--- config.mk ---
export PLATFORM = sky130hd
export DESIGN_NAME = mc_ctrl_seq_flat
export DESIGN_NICKNAME = d
export VERILOG_FILES = /design/src/rtl/mc_ctrl_seq_pkg.sv /design/src/rtl/mc_ctrl_seq_if.sv /design/src/rtl/mc_alu_dec.sv /design/src/rtl/mc_ctrl_seq.sv /design/src/flat_wrapper.sv
export SDC_FILE = /design/constraint.sdc
export NUM_CORES = 1
export LEC_CHECK = 0
export CAP_MARGIN = 20
export CORE_MARGIN = 4
export CORE_UTILIZATION = 41
export DETAILED_ROUTE_END_ITERATION = 7
export PLACE_DENSITY = 0.77
export SYNTH_ARGS = -nofsm -noshare
export SYNTH_HDL_FRONTEND = slang
export SYNTH_HIERARCHICAL = 1
export SYNTH_SLANG_ARGS = --single-unit
--- constraint.sdc ---
create_clock -name clk -period 1.8 [get_ports clk]
set_input_delay 0.36 -clock clk [delete_from_list [all_inputs] [get_ports clk]]
set_output_delay 0.36 -clock clk [all_outputs]
set_load 0.005 [all_outputs]
--- src/rtl/mc_ctrl_seq_pkg.sv ---
// Shared encodings for the multi-cycle control sequencer: opcodes, functs,
// ALU control codes (also used by the ALU), state enum and mux select values.
package mc_ctrl_seq_pkg;

    localparam logic [5:0] OP_RTYPE = 6'b000000;
    localparam logic [5:0] OP_LW    = 6'b100011;
    localparam logic [5:0] OP_SW    = 6'b101011;
    localparam logic [5:0] OP_ADDI  = 6'b001000;
    localparam logic [5:0] OP_ORI   = 6'b001101;
    localparam logic [5:0] OP_BEQ   = 6'b000100;
    localparam logic [5:0] OP_BNE   = 6'b000101;
    localparam logic [5:0] OP_J     = 6'b000010;

    localparam logic [5:0] FN_ADD = 6'b100000;
    localparam logic [5:0] FN_SUB = 6'b100010;
    localparam logic [5:0] FN_AND = 6'b100100;
    localparam logic [5:0] FN_OR  = 6'b100101;
    localparam logic [5:0] FN_SLT = 6'b101010;
    localparam logic [5:0] FN_SLL = 6'b000000;
    localparam logic [5:0] FN_SRL = 6'b000010;

    localparam logic [3:0] ALU_AND = 4'b0000;
    localparam logic [3:0] ALU_OR  = 4'b0001;
    localparam logic [3:0] ALU_ADD = 4'b0010;
    localparam logic [3:0] ALU_SUB = 4'b0110;
    localparam logic [3:0] ALU_SLT = 4'b0111;
    localparam logic [3:0] ALU_SLL = 4'b1000;
    localparam logic [3:0] ALU_SRL = 4'b1001;

    localparam logic [1:0] PC_SRC_ALU    = 2'b00;
    localparam logic [1:0] PC_SRC_ALUOUT = 2'b01;
    localparam logic [1:0] PC_SRC_JUMP   = 2'b10;

    localparam logic [1:0] ALU_B_BUS  = 2'b00;
    localparam logic [1:0] ALU_B_FOUR = 2'b01;
    localparam logic [1:0] ALU_B_IMM  = 2'b10;
    localparam logic [1:0] ALU_B_BR   = 2'b11;

    typedef enum logic [3:0] {
        S_IDLE   = 4'd0,
        S_FETCH  = 4'd1,
        S_DECODE = 4'd2,
        S_EXEC_R = 4'd3,
        S_EXEC_I = 4'd4,
        S_MEM_RD = 4'd5,
        S_MEM_WR = 4'd6,
        S_WB_R   = 4'd7,
        S_WB_I   = 4'd8,
        S_WB_MEM = 4'd9,
        S_BRANCH = 4'd10,
        S_JUMP   = 4'd11
`ifdef ILLEGAL_TRAP_EN
        , S_TRAP = 4'd12
`endif
    } state_t;

endpackage

--- src/rtl/mc_ctrl_seq_if.sv ---
// Control bundle between the sequencer (master) and the datapath (slave).
// mem_read/mem_write stay asserted until the cycle mem_ready=1; that cycle completes the access.
interface mc_ctrl_seq_if #(
    parameter int ALU_CTRL_W = 4
);
    logic [5:0]            opcode;
    logic [5:0]            funct;
    logic                  zero;
    logic                  mem_ready;
    logic                  pc_write;
    logic [1:0]            pc_src;
    logic                  ir_write;
    logic                  i_or_d;
    logic                  mem_read;
    logic                  mem_write;
    logic                  mem_to_reg;
    logic                  reg_dst;
    logic                  reg_write;
    logic                  alu_src_a;
    logic [1:0]            alu_src_b;
    logic                  ext_op;
    logic [ALU_CTRL_W-1:0] alu_ctrl;
    logic [3:0]            state_o;
    logic                  illegal;

    modport master (
        input  opcode, funct, zero, mem_ready,
        output pc_write, pc_src, ir_write, i_or_d, mem_read, mem_write,
               mem_to_reg, reg_dst, reg_write, alu_src_a, alu_src_b,
               ext_op, alu_ctrl, state_o, illegal
    );

    modport slave (
        output opcode, funct, zero, mem_ready,
        input  pc_write, pc_src, ir_write, i_or_d, mem_read, mem_write,
               mem_to_reg, reg_dst, reg_write, alu_src_a, alu_src_b,
               ext_op, alu_ctrl, state_o, illegal
    );
endinterface

--- src/rtl/mc_alu_dec.sv ---
// Combinational opcode/funct -> ALU control decoder with a legality flag.
module mc_alu_dec
    import mc_ctrl_seq_pkg::*;
(
    input  logic [5:0] opcode,
    input  logic [5:0] funct,
    output logic [3:0] alu_ctrl,
    output logic       legal
);
    always_comb begin
        alu_ctrl = ALU_ADD;
        legal    = 1'b1;
        case (opcode)
            OP_RTYPE: begin
                case (funct)
                    FN_ADD:  alu_ctrl = ALU_ADD;
                    FN_SUB:  alu_ctrl = ALU_SUB;
                    FN_AND:  alu_ctrl = ALU_AND;
                    FN_OR:   alu_ctrl = ALU_OR;
                    FN_SLT:  alu_ctrl = ALU_SLT;
                    FN_SLL:  alu_ctrl = ALU_SLL;
                    FN_SRL:  alu_ctrl = ALU_SRL;
                    default: legal    = 1'b0;
                endcase
            end
            OP_LW, OP_SW, OP_ADDI, OP_J: alu_ctrl = ALU_ADD;
            OP_ORI:                      alu_ctrl = ALU_OR;
            OP_BEQ, OP_BNE:              alu_ctrl = ALU_SUB;
            default:                     legal    = 1'b0;
        endcase
    end
endmodule

--- src/rtl/mc_ctrl_seq.sv ---
// Multi-cycle MIPS control sequencer: one state register drives every datapath
// enable/select. Define ILLEGAL_TRAP_EN to trap illegal instructions instead of NOPing them.
module mc_ctrl_seq
    import mc_ctrl_seq_pkg::*;
#(
    parameter int RESET_HOLD = 2,
    parameter int ALU_CTRL_W = 4
) (
    input  logic         clk,
    input  logic         rst,
    mc_ctrl_seq_if.master bus
);
    localparam logic [3:0] HOLD_LAST = 4'(RESET_HOLD - 1);
`ifdef ILLEGAL_TRAP_EN
    localparam state_t ILL_NEXT = S_TRAP;
`else
    localparam state_t ILL_NEXT = S_FETCH;
`endif

    state_t     state, next;
    logic [3:0] hold_cnt;
    logic [3:0] dec_alu;
    logic       dec_legal;

    logic       pc_write, ir_write, i_or_d, mem_read, mem_write;
    logic       mem_to_reg, reg_dst, reg_write, alu_src_a, ext_op;
    logic [1:0] pc_src, alu_src_b;
    logic [3:0] alu_code;

    mc_alu_dec u_alu_dec (
        .opcode   (bus.opcode),
        .funct    (bus.funct),
        .alu_ctrl (dec_alu),
        .legal    (dec_legal)
    );

    always_ff @(posedge clk or negedge rst) begin
        if (!rst) begin
            state    <= S_IDLE;
            hold_cnt <= 4'd0;
        end else begin
            state    <= next;
            hold_cnt <= (state == S_IDLE) ? hold_cnt + 4'd1 : 4'd0;
        end
    end

    always_comb begin
        next       = state;
        pc_write   = 1'b0;
        pc_src     = PC_SRC_ALU;
        ir_write   = 1'b0;
        i_or_d     = 1'b0;
        mem_read   = 1'b0;
        mem_write  = 1'b0;
        mem_to_reg = 1'b0;
        reg_dst    = 1'b0;
        reg_write  = 1'b0;
        alu_src_a  = 1'b0;
        alu_src_b  = ALU_B_BUS;
        ext_op     = 1'b0;
        alu_code   = ALU_AND;
        case (state)
            S_IDLE: if (hold_cnt == HOLD_LAST) next = S_FETCH;
            S_FETCH: begin
                mem_read  = 1'b1;
                alu_src_b = ALU_B_FOUR;
                alu_code  = ALU_ADD;
                if (bus.mem_ready) begin
                    ir_write = 1'b1;
                    pc_write = 1'b1;
                    next     = S_DECODE;
                end
            end
            S_DECODE: begin
                alu_src_b = ALU_B_BR;
                alu_code  = ALU_ADD;
                case (bus.opcode)
                    OP_RTYPE:                        next = S_EXEC_R;
                    OP_LW, OP_SW, OP_ADDI, OP_ORI:   next = S_EXEC_I;
                    OP_BEQ, OP_BNE:                  next = S_BRANCH;
                    OP_J:                            next = S_JUMP;
                    default:                         next = ILL_NEXT;
                endcase
            end
            S_EXEC_R: begin
                alu_src_a = 1'b1;
                alu_src_b = ALU_B_BUS;
                alu_code  = dec_alu;
                next      = dec_legal ? S_WB_R : ILL_NEXT;
            end
            S_EXEC_I: begin
                alu_src_a = 1'b1;
                alu_src_b = ALU_B_IMM;
                ext_op    = (bus.opcode != OP_ORI);
                alu_code  = dec_alu;
                case (bus.opcode)
                    OP_LW:   next = S_MEM_RD;
                    OP_SW:   next = S_MEM_WR;
                    default: next = S_WB_I;
                endcase
            end
            S_MEM_RD: begin
                mem_read = 1'b1;
                i_or_d   = 1'b1;
                if (bus.mem_ready) next = S_WB_MEM;
            end
            S_MEM_WR: begin
                mem_write = 1'b1;
                i_or_d    = 1'b1;
                if (bus.mem_ready) next = S_FETCH;
            end
            S_WB_R: begin
                reg_write = 1'b1;
                reg_dst   = 1'b1;
                next      = S_FETCH;
            end
            S_WB_I: begin
                reg_write = 1'b1;
                next      = S_FETCH;
            end
            S_WB_MEM: begin
                reg_write  = 1'b1;
                mem_to_reg = 1'b1;
                next       = S_FETCH;
            end
            S_BRANCH: begin
                // BNE shares the SUB compare and only inverts the qualifier
                alu_src_a = 1'b1;
                alu_src_b = ALU_B_BUS;
                alu_code  = ALU_SUB;
                pc_src    = PC_SRC_ALUOUT;
                pc_write  = (bus.opcode == OP_BNE) ? ~bus.zero : bus.zero;
                next      = S_FETCH;
            end
            S_JUMP: begin
                pc_write = 1'b1;
                pc_src   = PC_SRC_JUMP;
                next     = S_FETCH;
            end
`ifdef ILLEGAL_TRAP_EN
            S_TRAP: next = S_TRAP;
`endif
            default: next = S_IDLE;
        endcase
    end

`ifdef ILLEGAL_TRAP_EN
    logic trap_q;
    always_ff @(posedge clk or negedge rst) begin
        if (!rst)                 trap_q <= 1'b0;
        else if (next == S_TRAP)  trap_q <= 1'b1;
    end
    assign bus.illegal = trap_q | (state == S_TRAP);
`else
    assign bus.illegal = 1'b0;
`endif

    assign bus.pc_write   = pc_write;
    assign bus.pc_src     = pc_src;
    assign bus.ir_write   = ir_write;
    assign bus.i_or_d     = i_or_d;
    assign bus.mem_read   = mem_read;
    assign bus.mem_write  = mem_write;
    assign bus.mem_to_reg = mem_to_reg;
    assign bus.reg_dst    = reg_dst;
    assign bus.reg_write  = reg_write;
    assign bus.alu_src_a  = alu_src_a;
    assign bus.alu_src_b  = alu_src_b;
    assign bus.ext_op     = ext_op;
    assign bus.alu_ctrl   = ALU_CTRL_W'(alu_code);
    assign bus.state_o    = state;
endmodule

--- src/flat_wrapper.sv ---
// flat-port wrapper written by rule: the top's interface ports become plain ports
module mc_ctrl_seq_flat import mc_ctrl_seq_pkg::*;
#(
    parameter int RESET_HOLD = 2,
    parameter int ALU_CTRL_W = 4
)
  (clk, rst, bus_opcode, bus_funct, bus_zero, bus_mem_ready, bus_pc_write, bus_pc_src, bus_ir_write, bus_i_or_d, bus_mem_read, bus_mem_write, bus_mem_to_reg, bus_reg_dst, bus_reg_write, bus_alu_src_a, bus_alu_src_b, bus_ext_op, bus_alu_ctrl, bus_state_o, bus_illegal);
  mc_ctrl_seq_if #(.ALU_CTRL_W(ALU_CTRL_W)) bus_i ();
  input  logic clk;
  input  logic rst;
  input wire logic [$bits(bus_i.opcode)-1:0] bus_opcode;
  input wire logic [$bits(bus_i.funct)-1:0] bus_funct;
  input wire logic [$bits(bus_i.zero)-1:0] bus_zero;
  input wire logic [$bits(bus_i.mem_ready)-1:0] bus_mem_ready;
  output wire logic [$bits(bus_i.pc_write)-1:0] bus_pc_write;
  output wire logic [$bits(bus_i.pc_src)-1:0] bus_pc_src;
  output wire logic [$bits(bus_i.ir_write)-1:0] bus_ir_write;
  output wire logic [$bits(bus_i.i_or_d)-1:0] bus_i_or_d;
  output wire logic [$bits(bus_i.mem_read)-1:0] bus_mem_read;
  output wire logic [$bits(bus_i.mem_write)-1:0] bus_mem_write;
  output wire logic [$bits(bus_i.mem_to_reg)-1:0] bus_mem_to_reg;
  output wire logic [$bits(bus_i.reg_dst)-1:0] bus_reg_dst;
  output wire logic [$bits(bus_i.reg_write)-1:0] bus_reg_write;
  output wire logic [$bits(bus_i.alu_src_a)-1:0] bus_alu_src_a;
  output wire logic [$bits(bus_i.alu_src_b)-1:0] bus_alu_src_b;
  output wire logic [$bits(bus_i.ext_op)-1:0] bus_ext_op;
  output wire logic [$bits(bus_i.alu_ctrl)-1:0] bus_alu_ctrl;
  output wire logic [$bits(bus_i.state_o)-1:0] bus_state_o;
  output wire logic [$bits(bus_i.illegal)-1:0] bus_illegal;
  assign bus_i.opcode = bus_opcode;
  assign bus_i.funct = bus_funct;
  assign bus_i.zero = bus_zero;
  assign bus_i.mem_ready = bus_mem_ready;
  assign bus_pc_write = bus_i.pc_write;
  assign bus_pc_src = bus_i.pc_src;
  assign bus_ir_write = bus_i.ir_write;
  assign bus_i_or_d = bus_i.i_or_d;
  assign bus_mem_read = bus_i.mem_read;
  assign bus_mem_write = bus_i.mem_write;
  assign bus_mem_to_reg = bus_i.mem_to_reg;
  assign bus_reg_dst = bus_i.reg_dst;
  assign bus_reg_write = bus_i.reg_write;
  assign bus_alu_src_a = bus_i.alu_src_a;
  assign bus_alu_src_b = bus_i.alu_src_b;
  assign bus_ext_op = bus_i.ext_op;
  assign bus_alu_ctrl = bus_i.alu_ctrl;
  assign bus_state_o = bus_i.state_o;
  assign bus_illegal = bus_i.illegal;
  mc_ctrl_seq #(.RESET_HOLD(RESET_HOLD), .ALU_CTRL_W(ALU_CTRL_W)) u_core (.clk(clk), .rst(rst), .bus(bus_i));
endmodule
==> results of run 1 <==
[sequential cells by signal, summed over array words and instances, names as in the netlist]
signal,cells
u_core/bus.state_o,4
u_core/hold_cnt,4
[kinds of logic (layout without fill, tap and decap cells)]
family,after synthesis,after routing
AND/OR/NAND/NOR,77,77
AO/OA/AOI/OAI,39,39
buffers and inverters,10,121
flip-flops,8,8
XOR/XNOR,5,5
adder cells (fa/ha/maj),2,2
other,1,1
multiplexers,1,1
[what timing repair did]
action                     in CTS  in global routing
setup buffers                  19                 11
gates resized for setup       149                 54
pin swaps                      26                 24
setup endpoints to repair      23                 22
[power breakdown]
group	internal, mW	switching, mW
Clock	0.0773	0.0805
Sequential	0.226	0.0676
Combinational	0.978	0.889
Total	1.28	1.04
[synthesized netlist by cell type, types with 2 or more instances]
master | count | share of area (%)
a21boi_0 | 2 | 1.4
a21o_1 | 5 | 3.4
a21oi_1 | 9 | 4.1
a32oi_1 | 2 | 1.6
and2_1 | 4 | 2.3
buf_2 | 3 | 1.4
buf_4 | 2 | 1.4
dfrtp_1 | 8 | 18
ha_1 | 2 | 2.3
inv_1 | 3 | 1.0
nand2_1 | 4 | 1.4
nand2b_1 | 9 | 5.1
nand3_1 | 5 | 2.3
nand3b_1 | 2 | 1.4
nor2_1 | 20 | 6.8
nor2b_1 | 4 | 2.3
nor3_1 | 4 | 1.8
nor3b_1 | 4 | 2.7
nor4_1 | 2 | 1.1
nor4_2 | 2 | 2.3
nor4b_1 | 2 | 1.6
o211ai_1 | 2 | 1.4
o21ai_0 | 3 | 1.4
o22ai_1 | 3 | 1.7
or2_1 | 2 | 1.1
or2_2 | 2 | 1.1
or3_1 | 3 | 1.7
xnor2_1 | 4 | 3.2
[cell type report]
| class | count | share of cell area (%) |
|---|---|---|
| Clock buffer | 3 | 0.975 |
| Inverter | 3 | 0.488 |
| Multi-Input combinational cell | 125 | 47.6 |
| Sequential cell | 8 | 8.83 |
| Timing Repair Buffer | 115 | 40.5 |
| Tap cell | 30 | 1.63 |
[worst paths after layout]
check                                        endpoint  slack (ns)  cells past startpoint
worst max-delay path                  bus_alu_ctrl[2]       -0.51                      8
worst min-delay path               u_core/hold_cnt[0]        0.39                      1
worst max register to register  u_core/bus.state_o[0]       -0.11                      7
worst min register to register     u_core/hold_cnt[0]        0.57                      1
max in group asynchronous       u_core/bus.state_o[3]        1.08                      1
min in group clk                   u_core/hold_cnt[0]        0.57                      1
[layer usage]
| metal | wire length, um | vias up | global-route usage, % |
|---|---|---|---|
| li1 | - | 756 | - |
| met1 | 2330 | 860 | 31.8 |
| met2 | 3050 | 200 | 53.1 |
| met3 | 848 | 69 | 5.62 |
| met4 | 470 | 0 | 16.1 |
| met5 | 0 | - | 0 |
==> results.rst, run 1 <==
.. list-table::
   :header-rows: 1

   * - Metric
     - Value
   * - Root cell of the clock tree
     - clkbuf_4
   * - I/O Pins
     - 39
   * - Predominant post-synthesis flop cell
     - dfrtp_1
   * - Required @ worst endpoint
     - approximately 1.4 ns
   * - Nature of the critical path startpoint
     - primary input
   * - Area delta synth->final
     - 110%
   * - H-tree lvl count
     - 1
   * - Compound-Gate Fraction of Synth Area
     - between 20% and 30%
   * - Synth unique cells
     - between 50 and 60
   * - Crit-path slowest cell
     - nor4bb_2
   * - Clock tree skew after final layout
     - around 0.012 ns
   * - Largest net degree at the start of global routing
     - 11
   * - Die Area
     - approximately 3600 sq um
   * - Unrepaired setup endpoints after global routing
     - yes
   * - Biggest fanout along the worst timing path
     - 3
   * - Post-place instance area
     - 1840 sq um
   * - Most frequent cells in the layout
     - 55 x buf_4, 28 x buf_6, 16 x buf_2, 10 x nor2_1
   * - CTS Buf Count
     - 3
   * - Final worst path period need
     - approximately 2.3 ns
   * - Number of register bits inferred by synthesis
     - 8
   * - Tightest Hold Check Type
     - in -> async
   * - Dominant combinational cell family by area after synthesis
     - simple AND/OR/NAND/NOR gates
   * - Wire length of the first global-routing pass
     - a little under 8 mm
   * - Die width
     - roughly 60 um
   * - Worst Path Buf+Inv
     - 2
   * - Fin cells
     - between 200 and 300
   * - DR vias/cell
     - 6.64
   * - Total number of nets in the final design
     - ~270
   * - CP Cell Sequence
     - buf_6 > nor4_4 > nand3_1 > a21oi_2 > nor4bb_2 > a21oi_1 > o21ai_2 > buf_2
   * - Share of the core filled with cells in the final layout
     - 91.6%
   * - Data arrival time of the worst path
     - roughly 2.0 ns
   * - Yosys warning count
     - 6
   * - Vias in the first global route
     - between 1500 and 2000
   * - Worst slack, placed
     - -1.06 ns
   * - Clock tree sinks
     - 8
   * - Final hold violation count
     - 0
   * - Effective utilization at floorplan
     - 43.5%
   * - Max-cap check violation count
     - 0
   * - Gate Count Post-Synth
     - roughly 140
   * - Drt first pass iters
     - 6
   * - Diodes inserted
     - 0
   * - Clock Pin Slew Worst Setup and Hold Paths
     - 0.07 ns
   * - Max Clock Freq
     - 433 MHz
   * - Placed cell count
     - about 250
   * - Avg Synthesized Cell Area
     - between 7 and 8 sq um
   * - Count of endpoints failing setup in the final report
     - 18
   * - Antenna violations before repair
     - 0
   * - Detailed Place HPWL
     - about 3 mm
   * - Register area
     - about 200 sq um
   * - Type of element capturing the critical path
     - output port
   * - Worst Slack Setup Final
     - -0.508 ns
   * - Height of the die
     - roughly 60 um
   * - Final cycle utilization of the critical path
     - 128%
   * - Power per cell area
     - about 1000 nW/um^2
   * - Largest buffer count on any clock path
     - 2
   * - Post-synthesis adder-cell area fraction
     - roughly 2.3%
   * - Wirelength per Cell
     - between 20 and 25 um
   * - CP peak stage delay
     - 0.40 ns
   * - Layout cell share with drive strength beyond 1
     - between 60% and 70%
   * - Commonest non-fill, non-tap cell in the layout
     - buf_4
   * - Multi-input logic area
     - roughly 1100 sq um
   * - Post-Synth XOR/XNOR Area
     - about 4%
   * - Total gr overflow
     - 0
   * - Leak Pwr
     - 1.11 nW
   * - Classification of the worst setup path
     - in -> out
   * - DR vias
     - 1885
   * - Launching instance or port of the critical path
     - bus_opcode[0]
   * - Failing checks
     - setup timing
   * - Total power of the final layout
     - approximately 2.3 mW
   * - Setup_tns
     - -2.64 ns
   * - TritonCTS clock tree
     - built
   * - Global-route usage over all layers
     - 29.5%
   * - Count of antenna-violating nets left after detailed routing
     - 0
   * - DRC violations left
     - 0
   * - Launch point of the worst reg-to-reg path
     - u_core/bus.state_o[0]
   * - Count of fill cells added during filler insertion
     - 94
   * - Synth async-reset ratio
     - 100%
   * - Tightest hold margin
     - between 0.3 and 0.4 ns
   * - Detailed router's first-iteration violation count
     - 140
   * - Portion of the post-synthesis area used by sequential elements
     - between 10% and 20%
   * - Synth Area in Simple Gates
     - ~43%
   * - Proportion of synthesized area in mux cells
     - 0.912%
   * - Total standard cell area after synthesis
     - roughly 1100 sq um
   * - Critical path's top delay family
     - simple AND/OR/NAND/NOR gates
   * - Routability congestion estimate
     - between 0.8 and 0.9
   * - Worst vdd rail ir drop
     - around 0.00091 V
   * - Clock insertion delay at the later pin of the skew report
     - 0.28 ns
   * - Run status
     - complete, but fails checks
   * - WL final
     - between 6 and 7 mm
   * - Number of pins with negative max-slew slack in the final report
     - 0
   * - Number of hold buffers added after CTS
     - 0
   * - Number of I/O port buffers
     - 37
   * - Number of flops mapped to enable cells by yosys
     - 0
   * - Std-Cell Rows
     - 18
   * - Number of nets produced by synthesis
     - between 150 and 200
   * - Post-route standard cell area excluding fillers
     - 2310 sq um
   * - Total core area
     - about 2500 sq um
Power figures use the tool's default switching activity.
==> run 2: changes to the inputs <==
--- a/config.mk
+++ b/config.mk
@@ -6,8 +6,10 @@
 export NUM_CORES = 1
 export LEC_CHECK = 0
 export CAP_MARGIN = 20
+export CORE_ASPECT_RATIO = 1.75
 export CORE_MARGIN = 4
 export CORE_UTILIZATION = 41
+export CTS_CLUSTER_SIZE = 40
 export DETAILED_ROUTE_END_ITERATION = 7
 export PLACE_DENSITY = 0.77
 export SYNTH_ARGS = -nofsm -noshare
==> run 2 against run 1 <==
Effect of this change:
- the flow still finishes with violations (setup timing)
- fmax is 6.2% higher
- sequential power shrank 2%
- cell count fell by 6.0%
- register-to-register slack improved by 0.09 ns
- critical path depth rose by 1
- global-route usage fell by 2.3 points
- largest cell class unchanged
==> results.rst, run 2 (same netlist as run 1, synthesis figures left out) <==
.. list-table::
   :header-rows: 1

   * - Metric
     - Value
   * - Wirelength per Cell
     - 20.2 um (-14%)
   * - Power dissipated by switching net loads
     - 828 uW (-20%)
   * - Count of cells along the worst register-to-register path
     - 6 (-1)
   * - Clock insertion delay at the later pin of the skew report
     - 0.23 ns (-0.05 ns)
   * - Clock Pin Slew Worst Setup and Hold Paths
     - 0.04 ns (-0.03 ns)
   * - Switching portion of total power
     - 41.8% (-3.0 points)
   * - Final cycle utilization of the critical path
     - 121% (-7.5 points)
   * - Root cell of the clock tree
     - clkbuf_8
   * - Total number of nets in the final design
     - 261 (-4.7%)
   * - Number of I/O port buffers
     - 37 (unchanged)
   * - Std-Cell Rows
     - 24 (+6)
   * - Effective utilization at floorplan
     - 43.5% (unchanged)
   * - Leak Pwr
     - 1.02 nW (-7.6%)
   * - Diodes inserted
     - 0 (unchanged)
   * - Commonest non-fill, non-tap cell in the layout
     - buf_4
   * - Internal
     - 1.15 mW (-9.8%)
   * - Count of endpoints failing setup in the final report
     - 13 (-5)
   * - Max Clock Freq
     - 460 MHz (+6.2%)
   * - H-tree lvl count
     - 1 (unchanged)
   * - WL final
     - 5.39 mm (-20%)
   * - Layout cell share with drive strength beyond 1
     - 55.2% (-11 points)
   * - Required @ worst endpoint
     - 1.44 ns (about the same)
   * - Part of the power in combinational logic
     - 75.0% (-5.5 points)
   * - Run status
     - complete, but fails checks
   * - CTS Buf Count
     - 3 (unchanged)
   * - Final hold violation count
     - 0 (unchanged)
   * - Number of pins with negative max-slew slack in the final report
     - 0 (unchanged)
   * - Setup_tns
     - -1.32 ns (+1.31 ns)
   * - Count of antenna-violating nets left after detailed routing
     - 0 (unchanged)
   * - Final worst path period need
     - 2.17 ns (-0.135 ns)
   * - Total gr overflow
     - 0 (unchanged)
   * - Largest net degree at the start of global routing
     - 11 (unchanged)
   * - End point of the critical path
     - bus_alu_ctrl[1]
   * - Global-route usage over all layers
     - 27.1% (-2.3 points)
   * - Endpoint of the most critical register-to-register path
     - u_core/bus.state_o[1]
   * - Die Area
     - 3600 sq um (+0.90%)
   * - Total core area
     - 2520 sq um (unchanged)
   * - DR vias
     - 1641 (-13%)
   * - Type of element capturing the critical path
     - output port
   * - Classification of the worst setup path
     - in -> out
   * - Sequential share of power
     - 14.5% (+1.8 points)
   * - Clock tree skew after final layout
     - 0.00130 ns (-0.0103 ns)
   * - Area delta synth->final
     - 97.1%
   * - Nature of the critical path startpoint
     - primary input
   * - TritonCTS clock tree
     - built
   * - Failing checks
     - setup timing
   * - DRC violations left
     - 0 (unchanged)
   * - Height of the die
     - 76.4 um (+28%)
   * - I/O Pins
     - 39 (unchanged)
   * - Unrepaired setup endpoints after global routing
     - yes
   * - Die width
     - 47.1 um (-21%)
   * - Most frequent cells in the layout
     - 53 x buf_4, 16 x buf_6, 13 x buf_2, 12 x nor2_1, 7 x dlygate4sd2_1
   * - Post-place instance area
     - 1810 sq um (-1.9%)
   * - Post-route standard cell area excluding fillers
     - 2160 sq um (-6.3%)
   * - Power per cell area
     - 917 nW/um^2 (-8.7%)
   * - DR vias/cell
     - 6.15 (-7.4%)
   * - Tightest Hold Check Type
     - in -> async
   * - Detailed Place HPWL
     - 3.24 mm (+8.4%)
   * - Detailed router's first-iteration violation count
     - 41 (-71%)
   * - R2r setup slk
     - -0.02 ns (+0.09 ns)
   * - Biggest fanout along the worst timing path
     - 3 (unchanged)
   * - Max-cap check violation count
     - 0 (unchanged)
   * - Launching instance or port of the critical path
     - bus_funct[4]
   * - Clock tree sinks
     - 8 (unchanged)
   * - Wire length of the first global-routing pass
     - 7.32 mm (-7.7%)
   * - Clock network fraction of total power
     - 10.5% (+3.7 points)
   * - Routability congestion estimate
     - 0.906 (+2.6%)
   * - Worst Slack Setup Final
     - -0.372 ns (+0.135 ns)
   * - Data arrival time of the worst path
     - 1.81 ns (-0.14 ns)
   * - Tightest hold margin
     - 0.412 ns (+0.0264 ns)
   * - Antenna violations before repair
     - 0 (unchanged)
   * - Worst vdd rail ir drop
     - 0.000429 V (-53%)
   * - Largest buffer count on any clock path
     - 2 (unchanged)
   * - Drt first pass iters
     - 4 (-2)
   * - Vias in the first global route
     - 1697 (+0.59%)
   * - Launch point of the worst reg-to-reg path
     - u_core/bus.state_o[2]
==> run 2: cell count changes in the layout (fill, tap and decap cells not counted), sizes merged <==
cell,delta
clkbuf,-5
buf,-17
clkdlybuf4s15,+4
dlymetal6s2s,-2
dlygate4sd2,+4
clkdlybuf4s50,+3
==> run 2: metrics by stage <==
stage               utilization (%)  power, mW  setup WS [ns]  std cells
finish                         85.8       1.98         -0.372        267
global route                   85.8       2.09         -0.465        267
CTS                            81.1       1.77         -0.314        261
detailed placement             71.7       1.40          -1.08        245
global placement               71.7       1.38          -1.03        245
floorplan                         -      0.797        -0.0283        143
==> run 2: power by group through the flow <==
| stage | Combinational (mW) | Clock [mW] | Sequential [mW] |
|---|---|---|---|
| 2_1_floorplan | 0.531 | 0 | 0.266 |
| 3_3_place_gp | 1.10 | 0 | 0.278 |
| 3_5_place_dp | 1.12 | 0 | 0.283 |
| 4_1_cts | 1.28 | 0.210 | 0.279 |
| 5_1_grt | 1.58 | 0.222 | 0.290 |
| 6_report | 1.49 | 0.208 | 0.287 |
==> run 2: cell type report <==
type                            instances  area [sq um]
Sequential cell                         8           203
Tap cell                               26          32.5
Clock buffer                            3          41.3
Timing Repair Buffer                  102           826
Inverter                                3          11.3
Fill cell                             150           359
Multi-Input combinational cell        125          1050
==> run 2: how the worst min path moves through the flow <==
stage                                  to  slack, ns  depth (start not counted)
floorplan           u_core/bus.state_o[0]       0.06                          0
global placement       u_core/hold_cnt[0]       0.48                          1
detailed placement     u_core/hold_cnt[0]       0.53                          1
CTS                 u_core/bus.state_o[0]       0.42                          1
global route           u_core/hold_cnt[0]       0.44                          1
finish              u_core/bus.state_o[0]       0.41                          1
==> run 2: worst max-delay path, cell delays in order <==
cell and delay [ns]:
buf_6 0.09, nor4_4 0.31, o21ai_1 0.11, a221o_1 0.35, nand2b_4 0.15, nand3b_1 0.07
a21oi_1 0.08, a21o_1 0.16, buf_2 0.13
==> run 2: per-layer routing <==
layer | up-vias | wire [um] | track usage, %
met5 | - | 0 | 0
met4 | 0 | 457 | 20.8
met3 | 41 | 247 | 3.31
met2 | 82 | 2910 | 50.8
met1 | 788 | 1770 | 22.2
li1 | 730 | - | -
==> run 2: timing repair <==
action,CTS,global route
setup endpoints to repair,22,18
hold buffers,0,0
gates resized for setup,133,26
pin swaps,21,12
buffers inserted,14,6
==> run 3: changes to the inputs <==
--- a/config.mk
+++ b/config.mk
@@ -7,7 +7,7 @@
 export LEC_CHECK = 0
 export CAP_MARGIN = 20
 export CORE_ASPECT_RATIO = 1.75
-export CORE_MARGIN = 4
+export CORE_MARGIN = 3
 export CORE_UTILIZATION = 41
 export CTS_CLUSTER_SIZE = 40
 export DETAILED_ROUTE_END_ITERATION = 7
==> run 3 against run 2 <==
Effect of this change:
- the flow still finishes with violations (setup timing)
- combinational power grew 26%
- cell area grew 8.6%
- worst hold slack got worse by 0.0087 ns
- power is 21% higher
- register-to-register slack got worse by 0.13 ns
- count of clock-buffer cells in the layout stayed put
- sequential share of layout area decreased by 0.63 points
- clock skew grew 0.0038 ns
- global-route usage increased by 9.9 points
==> results.rst, run 3 (same netlist as run 1, synthesis figures left out) <==
.. list-table::
   :header-rows: 1

   * - Metric
     - Value
   * - Drt first pass iters
     - 5 (+1)
   * - Actual transition at the worst max-transition pin
     - between 0.5 and 0.6 ns
   * - DR vias/cell
     - 6.79 (+10%)
   * - Unrepaired setup endpoints after global routing
     - yes
   * - Clock insertion delay at the later pin of the skew report
     - 0.24 ns (about the same)
   * - Detailed router's first-iteration violation count
     - 88 (+110%)
   * - CP Cell Sequence
     - buf_6 > nor4_4 > o21ai_1 > a221o_1 > nand2b_1 > nand3b_1 > a21oi_1 > a21o_1 > buf_2
   * - Most frequent cells in the layout
     - 55 x buf_4, 26 x buf_6, 18 x buf_2, 13 x nor2_1
   * - Classification of the worst setup path
     - in -> out
   * - Tightest Hold Check Type
     - in -> async
   * - Worst Slack Setup Final
     - -0.505 ns (-0.133 ns)
   * - Register area
     - 205 sq um (+1.2%)
   * - Final worst path period need
     - 2.30 ns (+0.133 ns)
   * - Type of element capturing the critical path
     - output port
   * - DRC violations left
     - 0 (unchanged)
   * - Max-cap check violation count
     - 0 (unchanged)
   * - Setup_tns
     - -2.42 ns (-1.10 ns)
   * - Number of hold buffers added after CTS
     - 0 (unchanged)
   * - Multi-input logic area
     - 1130 sq um (+7.5%)
   * - TritonCTS clock tree
     - built
   * - Power per cell area
     - 1020 nW/um^2 (+12%)
   * - H-tree lvl count
     - 1 (unchanged)
   * - Clock tree sinks
     - 8 (unchanged)
   * - Effective utilization at floorplan
     - 43.5% (unchanged)
   * - Worst vdd rail ir drop
     - 0.000535 V (+25%)
   * - Count of antenna-violating nets left after detailed routing
     - 0 (unchanged)
   * - Count of cells along the worst register-to-register path
     - 8 (+2)
   * - Largest net degree at the start of global routing
     - 11 (unchanged)
   * - Count of fill cells added during filler insertion
     - 83 (-45%)
   * - Root cell of the clock tree
     - clkbuf_8
   * - Max Clock Freq
     - 434 MHz (-5.8%)
   * - Required @ worst endpoint
     - 1.44 ns (about the same)
   * - Antenna violations before repair
     - 0 (unchanged)
   * - CP peak stage delay
     - 0.35 ns (about the same)
   * - WL final
     - 7.25 mm (+35%)
   * - Final hold violation count
     - 0 (unchanged)
   * - Count of endpoints failing setup in the final report
     - 15 (+2)
   * - Diodes inserted
     - 0 (unchanged)
   * - Largest buffer count on any clock path
     - 2 (unchanged)
   * - Clock Pin Slew Worst Setup and Hold Paths
     - 0.05 ns (about the same)
   * - Nature of the critical path startpoint
     - primary input
   * - Global-route usage over all layers
     - 37.0% (+9.9 points)
   * - Wire length of the first global-routing pass
     - 9.04 mm (+23%)
   * - Biggest fanout along the worst timing path
     - 2 (-1)
   * - Wirelength per Cell
     - 25.9 um (+28%)
   * - Max-slew headroom at the worst pin
     - 63.8%
   * - Crit-path slowest cell
     - a221o_1
   * - Total gr overflow
     - 0 (unchanged)
   * - Height of the die
     - 74.4 um (-2.6%)
   * - Area delta synth->final
     - 114%
   * - Number of pins with negative max-slew slack in the final report
     - 0 (unchanged)
   * - Layout cell share with drive strength beyond 1
     - 65.0% (+9.8 points)
   * - Total power of the final layout
     - 2.40 mW (+21%)
   * - Detailed Place HPWL
     - 3.18 mm (-2.0%)
   * - Total core area
     - 2520 sq um (unchanged)
   * - Failing checks
     - setup timing
   * - Vias in the first global route
     - 1877 (+11%)
   * - Commonest non-fill, non-tap cell in the layout
     - buf_4
   * - CTS Buf Count
     - 3 (unchanged)
   * - I/O Pins
     - 39 (unchanged)
   * - Die width
     - 45.1 um (-4.2%)
   * - Data arrival time of the worst path
     - 1.94 ns (+0.13 ns)
   * - DR vias
     - 1901 (+16%)
   * - Die Area
     - 3360 sq um (-6.8%)
   * - Leak Pwr
     - 1.11 nW (+8.2%)
   * - Number of I/O port buffers
     - 37 (unchanged)
   * - Std-Cell Rows
     - 24 (unchanged)
   * - Routability congestion estimate
     - 0.849 (-6.3%)
   * - Final cycle utilization of the critical path
     - 128% (+7.4 points)
   * - Clock tree skew after final layout
     - 0.00512 ns (+0.00382 ns)
   * - Run status
     - complete, but fails checks
   * - Total number of nets in the final design
     - 274 (+5.0%)
[run 3: changes by cell type in the layout (fill, tap and decap cells not counted), sizes merged]
cell           change
buf               +18
clkbuf             +4
clkdlybuf4s15      -4
clkdlybuf4s50      -3
dlygate4sd2        -3
dlymetal6s2s       +1
[run 3: what timing repair did]
| action | 4_1_cts | 5_1_grt |
|---|---|---|
| cloned | 0 | 0 |
| endpoints found under the setup margin | 22 | 21 |
| pin swaps | 20 | 15 |
| resized for setup | 143 | 66 |
| setup buffers | 24 | 10 |
[run 3: final timing paths]
kind | from | endpoint | slack [ns]
max | bus_funct[4] | bus_alu_ctrl[1] | -0.50
min | rst | u_core/hold_cnt[1] | 0.40
max reg2reg | u_core/bus.state_o[1] | u_core/bus.state_o[0] | -0.15
min reg2reg | u_core/hold_cnt[0] | u_core/hold_cnt[0] | 0.52
max in group asynchronous | rst | u_core/bus.state_o[3] | 1.10
min in group clk | u_core/hold_cnt[0] | u_core/hold_cnt[0] | 0.52
[run 3: layout make-up]
cell class / instances / share of cell area [%]
clock buffers: 3 / 1.76
inverters: 3 / 0.479
multi-input cells: 125 / 48.1
flip-flops and latches: 8 / 8.74
well taps: 26 / 1.39
repair buffers: 115 / 39.6
[run 3: per-layer routing]
metal	share of wire, %	GRT usage, %	vias up
met5	0	3.33	-
met4	11	31.9	0
met3	8.7	8.47	71
met2	49	66.9	167
met1	31	31.9	908
li1	-	-	755
[run 3: power by group]
| part | internal [mW] | leakage, nW | switching, mW |
|---|---|---|---|
| Combinational | 0.966 | 0.983 | 0.908 |
| Clock | 0.146 | 0.0216 | 0.0854 |
| Sequential | 0.229 | 0.101 | 0.0690 |
| Total | 1.34 | 1.11 | 1.06 |
[run 3: critical path, delay by kind of cell]
family          cells  cell delay (ns)
simple gates        3             0.62
buf+inv             2             0.22
compound gates      4             0.75
[run 3: through the flow]
step / utilization [%] / setup slack [ns] / hold slack [ns] / cells / area (sq um)
detailed placement: 72.0 / -1.04 / 0.508 / 246 / 1820
CTS: 86.4 / -0.307 / 0.417 / 273 / 2180
finish: 93.1 / -0.505 / 0.404 / 280 / 2350
global placement: 72.0 / -1.03 / 0.476 / 246 / 1820
floorplan: - / -0.0283 / 0.0644 / 143 / 1110
global route: 93.1 / -0.642 / 0.426 / 280 / 2350
